`config.mk`:
```
export PLATFORM = sky130hd
export DESIGN_NAME = alu_issue_stage
export DESIGN_NICKNAME = d
export VERILOG_FILES = /design/src/rtl/alu_issue_stage.sv
export SDC_FILE = /design/constraint.sdc
export NUM_CORES = 1
export LEC_CHECK = 0
export CAP_MARGIN = 20
export CORE_AREA = 5 5 143 111
export DETAILED_ROUTE_END_ITERATION = 8
export DIE_AREA = 0 0 148 116
export GPL_ROUTABILITY_DRIVEN = 0
export MAX_ROUTING_LAYER = met4
export PLACE_DENSITY = 0.79
export SLEW_MARGIN = 5
export SYNTH_ARGS = -nofsm -noshare
export SYNTH_HDL_FRONTEND = slang
export SYNTH_SLANG_ARGS = --single-unit
```
`constraint.sdc`:
```
create_clock -name clk -period 2.2 [get_ports clk]
set_clock_uncertainty 0.2 [all_clocks]
set_input_delay 0.44 -clock clk [delete_from_list [all_inputs] [get_ports clk]]
set_output_delay 0.44 -clock clk [all_outputs]
set_load 0.01 [all_outputs]
```
`src/rtl/alu_issue_stage.sv`:
```
// rtl/alu_issue_stage.sv - ID/EX issue stage: MIPS decode to ALU op/operands behind a 2-entry skid buffer
// Optional operand forwarding from writeback when FORWARD_EN is defined.
module alu_issue_stage #(
   parameter int DATA_W       = 32,
   parameter bit ILLEGAL_TRAP = 1'b1
) (
   input  logic              clk,
   input  logic              rst_n,
   input  logic              flush,
   input  logic              in_valid,
   output logic              in_ready,
   input  logic [31:0]       instr,
   input  logic [DATA_W-1:0] rs_data,
   input  logic [DATA_W-1:0] rt_data,
`ifdef FORWARD_EN
   input  logic              wb_en,
   input  logic [4:0]        wb_reg,
   input  logic [DATA_W-1:0] wb_data,
`endif
   output logic              out_valid,
   input  logic              out_ready,
   output logic [2:0]        alu_op,
   output logic [DATA_W-1:0] alu_a,
   output logic [DATA_W-1:0] alu_b,
   output logic [4:0]        dest_reg,
   output logic              wr_en,
   output logic              illegal
);

   generate
      if (DATA_W != 32) begin : g_bad_width
         $error("alu_issue_stage supports DATA_W=32 only");
      end
   endgenerate

   typedef struct packed {
      logic [2:0]        op;
      logic [DATA_W-1:0] a;
      logic [DATA_W-1:0] b;
      logic [4:0]        dest;
      logic              wr;
      logic              ill;
   } bundle_t;

   bundle_t           dec, main_q, skid_q;
   logic              main_valid, skid_valid;
   logic              legal, push;
   logic [DATA_W-1:0] rs_v, rt_v, se_imm, ze_imm;

   always_comb begin
      rs_v = rs_data;
      rt_v = rt_data;
`ifdef FORWARD_EN
      if (wb_en && wb_reg != 5'd0 && wb_reg == instr[25:21]) rs_v = wb_data;
      if (wb_en && wb_reg != 5'd0 && wb_reg == instr[20:16]) rt_v = wb_data;
`endif
      se_imm   = {{16{instr[15]}}, instr[15:0]};
      ze_imm   = {16'h0000, instr[15:0]};
      legal    = 1'b1;
      dec      = '0;
      dec.a    = rs_v;
      dec.b    = rt_v;
      dec.dest = instr[20:16];
      case (instr[31:26])
         6'h00: begin
            dec.dest = instr[15:11];
            case (instr[5:0])
               6'h21:   dec.op = 3'd2;
               6'h23:   dec.op = 3'd3;
               6'h24:   dec.op = 3'd0;
               6'h25:   dec.op = 3'd1;
               6'h2B:   dec.op = 3'd4;
               default: legal  = 1'b0;
            endcase
         end
         6'h09: begin dec.op = 3'd2; dec.b = se_imm; end
         6'h0B: begin dec.op = 3'd4; dec.b = se_imm; end
         6'h0C: begin dec.op = 3'd0; dec.b = ze_imm; end
         6'h0D: begin dec.op = 3'd1; dec.b = ze_imm; end
         6'h0F: begin dec.op = 3'd1; dec.a = '0; dec.b = {instr[15:0], 16'h0000}; end
         default: legal = 1'b0;
      endcase
      if (!legal) begin
         dec.op   = 3'd0;
         dec.dest = 5'd0;
      end
      dec.ill = !legal;
      dec.wr  = legal && (dec.dest != 5'd0);
   end

   // Untrapped illegal words are consumed from decode but never enter the buffer.
   assign push     = in_valid && in_ready && (legal || ILLEGAL_TRAP);
   assign in_ready = !skid_valid;

   always_ff @(posedge clk or negedge rst_n) begin
      if (!rst_n) begin
         main_valid <= 1'b0;
         skid_valid <= 1'b0;
         main_q     <= '0;
         skid_q     <= '0;
      end else if (flush) begin
         main_valid <= 1'b0;
         skid_valid <= 1'b0;
      end else if (!main_valid || out_ready) begin
         if (skid_valid) begin
            main_q     <= skid_q;
            main_valid <= 1'b1;
            skid_valid <= 1'b0;
         end else if (push) begin
            main_q     <= dec;
            main_valid <= 1'b1;
         end else begin
            main_valid <= 1'b0;
         end
      end else if (push) begin
         skid_q     <= dec;
         skid_valid <= 1'b1;
      end
   end

   assign out_valid = main_valid;
   assign alu_op    = main_q.op;
   assign alu_a     = main_q.a;
   assign alu_b     = main_q.b;
   assign dest_reg  = main_q.dest;
   assign wr_en     = main_q.wr;
   assign illegal   = main_q.ill;

endmodule
```
Yosys cells after proc, flatten, opt, wreduce, memory -nomap -nowiden:

Index checks and enable logic that the tools add are counted.

* $add $sub $neg: 0
* multiply operators: 0
* div/mod/pow operators: 0
* $lt $le $gt $ge: 0
* eq/ne operators: 10
* shift operators: 0
* muxes and demuxes: 18
* bitwise logic cells: 2
* reduce and logical (&&, ||, !) cells: 18

Operators with widths (count)
* $mux W74: 2
* $pmux W32 S3: 1
* $mux W32: 1
* $eq A6 B4 Y1 const B: 5
* $eq A6 B6 Y1 const B: 5
* $pmux W3 S4: 2
* $mux W5: 2
* $reduce_or A5 Y1: 2
* $mux W1: 8
* $logic_not A6 Y1: 1
* $reduce_and A3 Y1: 2
* $reduce_or A2 Y1: 3
* $reduce_bool A5 Y1: 1
* $reduce_bool A2 Y1: 2
* $logic_not A1 Y1: 3
* $mux W3: 1
* $reduce_bool A3 Y1: 1
* $logic_and A1 B1 Y1: 2
* $not A1 Y1: 2
* $pmux W1 S2: 1
* $logic_or A1 B1 Y1: 1

* register bits: 150
* bits in latches: 0
* bits in writable memories: 0
* bits in read-only memories: 0
* input port bits: 101
* output and inout bits: 76
* word-level logic and storage cells: 62
* memories kept: 0

Longest topological paths before layout:

* depth in word-level cells: 9
* mapped depth: 7

Least setup slack after synthesis:

No wires, ideal clock.

* path kind: input -> register
* start: input instr[27]
* end: register skid_q[1] (netlist bit)
* arrival: 1.656 ns
* data required time: 1.866 ns
* slack: 0.210 ns
* cell stages on the path: 5
* path through: nor4_2 > nand2_2 > or4_4 > a211oi_2 > o31ai_1

* cells in the longest elaborated chain, start to end: 6

Ends and longest elaborated chain
* from (decl): line 12 `input logic [31:0] instr,`
* $eq A6 B4 Y1: line 64 `case (instr[31:26])`
* $reduce_or A5 Y1 (no source line)
* $pmux W1 S2: line 64
* $mux W5: line 83 `if (!legal) begin`
* $reduce_bool A5 Y1: line 88 `dec.wr = legal && (dec.dest != 5'd0);`
* $logic_and A1 B1 Y1 *: line 88
* to (signal assigned): line 100 `skid_q <= '0;`
* to (signal assigned): line 116 `skid_q <= dec;`
* to (decl): line 45 `bundle_t dec, main_q, skid_q;`

Mark *: on every way between the ends. The rest lies on a longest branch, timed or not.
A chain may end at the register's enable or synchronous reset.

Worst setup path in the final report:

* start: input instr[27]
* end: register main_q, in the netlist alu_b[12]

* cells in the longest elaborated chain, start to end: 5

Ends and longest elaborated chain
* $eq A6 B4 Y1: line 64
* $reduce_or A2 Y1 (no source line)
* $pmux W32 S3 *: line 64
* $mux W74 *: line 109 `end else if (push) begin`
* $mux W74 *: line 105 `if (skid_valid) begin`
* to (signal assigned): line 106 `main_q <= skid_q;`
* to (decl): line 45

Mark *: on every way between the ends. The rest lies on a longest branch, timed or not. The select of a mux whose other input is x is not followed.

==> run_results.csv <==
group,metric,value,unit
yosys,ys_seq_area_share,54.96,%
floorplan,dieArea,0.01717,mm²
layout,top_register,"skid_q",
critical_path,crit_family,"buffers and inverters",
sta,fin_crit_sh,98.41,%
power,p_per_area,836.5,mW/mm²
critical_path,cp.arrival,2.24,ns
place,dpl.cell_count,1073,
clock_network,cts_tree,"done",
yosys,syn_area,0.006830,mm²
yosys,synthCells,713,
global_route,grtUsageMet3,6.607,%
power,ir_drop,0.5433,mV
yosys,syn_area_per_cell,9.580,µm²
yosys,synth_top_area_cell,"dfrtp_1",
layout,final_cell_area,0.009879,mm²
sta,clock.fmax,0.4619,GHz
sta,max-slew-margin-rel,70.75,%
critical_path,crit_path_end_kind,"flip-flop",
global_route,met2_usage,39.92,%
sta,period_minus_slack,2.165,ns
sta,worstMarginPinSlew,0.4387,ns
routing,via_count,6395,
flow_run,cap_violations,0,
routing,wl_per_cell,18.56,µm
sta,hold_slack,0.2437,ns
critical_path,cp.buffers_inverters,4,
layout,syn_to_final_growth,44.64,%
critical_path,crit_chain,"clkdlybuf4s50_1 > buf_4 > nor2b_1 > buf_4 > a21oi_1 > nor2_2 > buf_12 > a221oi_1 > o21ai_0",
layout,post-route-util,69.49,%
yosys,yosys_warnings,0,
place,dp_hpwl,14570,µm
yosys,synthTopCellsByArea,"dfrtp_1 55%, nand2_1 8.7%, o21ai_0 8.4%",
routing,vias_per_cell,5.782,
clock_network,clock_latency,0.42,ns
critical_path,slowest_delay,0.54,ns
global_route,grt_first_pass_wirelength,33510,µm
layout,antenna_cells,0,
routing,drt_iter0_markers,498,
clock_network,clock-sinks,150,
power,p_leak,4.261,nW
yosys,synth_edf_count,0,
routing,drc,0,
routing,drt_pass1_iterations,5,
critical_path,cp_num_cells,9,
clock_network,cts_buffers,17,
sta,rsz0062_at_grt,"no",
place,io_buffer_count,171,
global_route,top_usage_layer,"met2",
layout,largest_register_ffs,74,
critical_path,r2r_cells,5,
critical_path,critPathRequiredTime,2.28,ns
sta,finalWorstSetupSlack,0.03499,ns
floorplan,die_w,148,µm
floorplan,core,0.01422,mm²
outcome,outcome,"completed",
yosys,synthesis.nets,814,
floorplan,ios,177,
critical_path,path_class,"in -> reg",
floorplan,row_count,38,
sta,report.final.hold_viol_count,0,
yosys,ys_seq_elements,150,
layout,layoutNonFillerInstCount,1106,
critical_path,crit_top_cell,"buf_4",
layout,drive_above_1_share,13.39,%
sta,slew_violations,0,
sta,setup_violations,0,
clock_network,cts_root_buffer,"clkbuf_16",
clock_network,cts_setup_buffers,0,
routing,ant_nets,0,
place,placedInstanceArea,0.009211,mm²
floorplan,initial_utilization,48.05,%
yosys,ys_types,41,
yosys,synth_top_area_share,54.96,%
layout,n_fill_cell,1005,
yosys,synthFlopType,"dfrtp_1",
place,place_ws,-0.3689,ns
yosys,ys_async_sr_fraction,100.0,%
layout,nNetsFinal,1014,
routing,routed_wl,20530,µm
global_route,grt_pass1_vias,6456,
critical_path,cp_slowest_cell,"clkdlybuf4s50_1",
floorplan,die_height,116,µm
global_route,antenna_found_initial,0,
global_route,grt_usage,25.64,%
critical_path,startpoint_type,"input pin",
critical_path,cp_max_fo,32,
global_route,use_met1,32.95,%
clock_network,clock_path_buffers,2,
layout,layout_commonest_cell,"clkdlybuf4s50_1",
clock_network,clkTransAtPathRegs,0.06,ns
clock_network,htree_levels,4,
global_route,grt_start_max_net_pins,109,
layout,final_cell_mix,"169 x clkdlybuf4s50_1, 159 x nand2_1, 149 x dfrtp_1",
min_path,min-delay-path-class,"in -> async",
global_route,gr-total-overflow,0,
[power by group]
group	switching [W]	total (W)	internal, W	leakage (nW)
clock network	0.00120	0.00311	0.00191	0.298
logic	0.000739	0.00163	0.000886	2.11
registers	0.000274	0.00353	0.00325	1.86
total	0.00221	0.00826	0.00605	4.26
[worst paths after layout]
check,startpoint,to,slack (ns)
setup / recovery,instr[27],alu_b[12]$_DFFE_PN0P_,0.03
setup reg to reg,out_valid$_DFFE_PN0N_,alu_b[28]$_DFFE_PN0P_,0.33
max in group asynchronous,rst_n,skid_valid$_DFFE_PN0P_,0.92
hold reg to reg,skid_q[10]$_DFFE_PN0P_,skid_q[10]$_DFFE_PN0P_,0.28
min in group clk,skid_q[10]$_DFFE_PN0P_,skid_q[10]$_DFFE_PN0P_,0.28
hold / removal,rst_n,skid_q[28]$_DFFE_PN0P_,0.24
[worst register-to-register path, stage by stage (launching register included)]
cell	delay (ns)
dfrtp_1	0.40
nor2b_1	0.20
or3_1	0.43
buf_12	0.20
a21oi_1	0.17
o21ai_0	0.12
[synthesized netlist by cell type, drive strengths merged (2+ instances only)]
cell    instances
a32o            2
o21a           32
buf            12
a221oi         32
or3             4
nor2b           3
mux2            4
a22oi          16
o31ai           5
nor2           11
inv             2
nand4           2
a21oi          28
dfrtp         150
nand2         161
clkbuf         50
o21ai         123
mux2i           5
nor3            3
or4             3
nor4            3
and3           19
o211ai         33
o211a           2
[layer usage]
metal,up-vias,routed length [µm]
met4,0,454
met5,-,0
li1,2974,-
met1,3123,8829
met3,42,1451
met2,256,9794
[per-stage QoR]
stage	total power, W	setup TNS, ns
after floorplan	0.004160	0
after global placement	0.005102	-27.06
after detailed placement	0.005192	-30.96
after CTS	0.008320	0
after global routing	0.008676	0
final	0.008264	0
[cell type report]
cell class	instances	area, µm²	area share, %
multi-input cells	499	2853	28.88
repair buffers	243	2405	24.34
inverters	2	7.507	0.07599
clock inverters	14	202.7	2.052
clock buffers	18	429.2	4.344
well taps	180	225.2	2.280
flip-flops and latches	150	3757	38.03
[what timing repair did]
item	in CTS	in global routing
endpoints found under the setup margin	1	6
resized for setup	1	4
hold buffers	1	0
endpoints found under the hold margin	75	0
pin swaps	0	0
cloned	0	0
[cells by family (layout without fill, tap and decap cells)]
logic type	count (synthesis)	in the layout	synth area share, %
AO/OA/AOI/OAI	277	277	25.85
XOR/XNOR	1	1	0.1283
buffers and inverters	64	277	3.993
flip-flops	150	150	54.96
multiplexers	9	9	1.392
AND/OR/NAND/NOR	212	212	13.68
No activity file was read; power rests on OpenSTA's default activity.
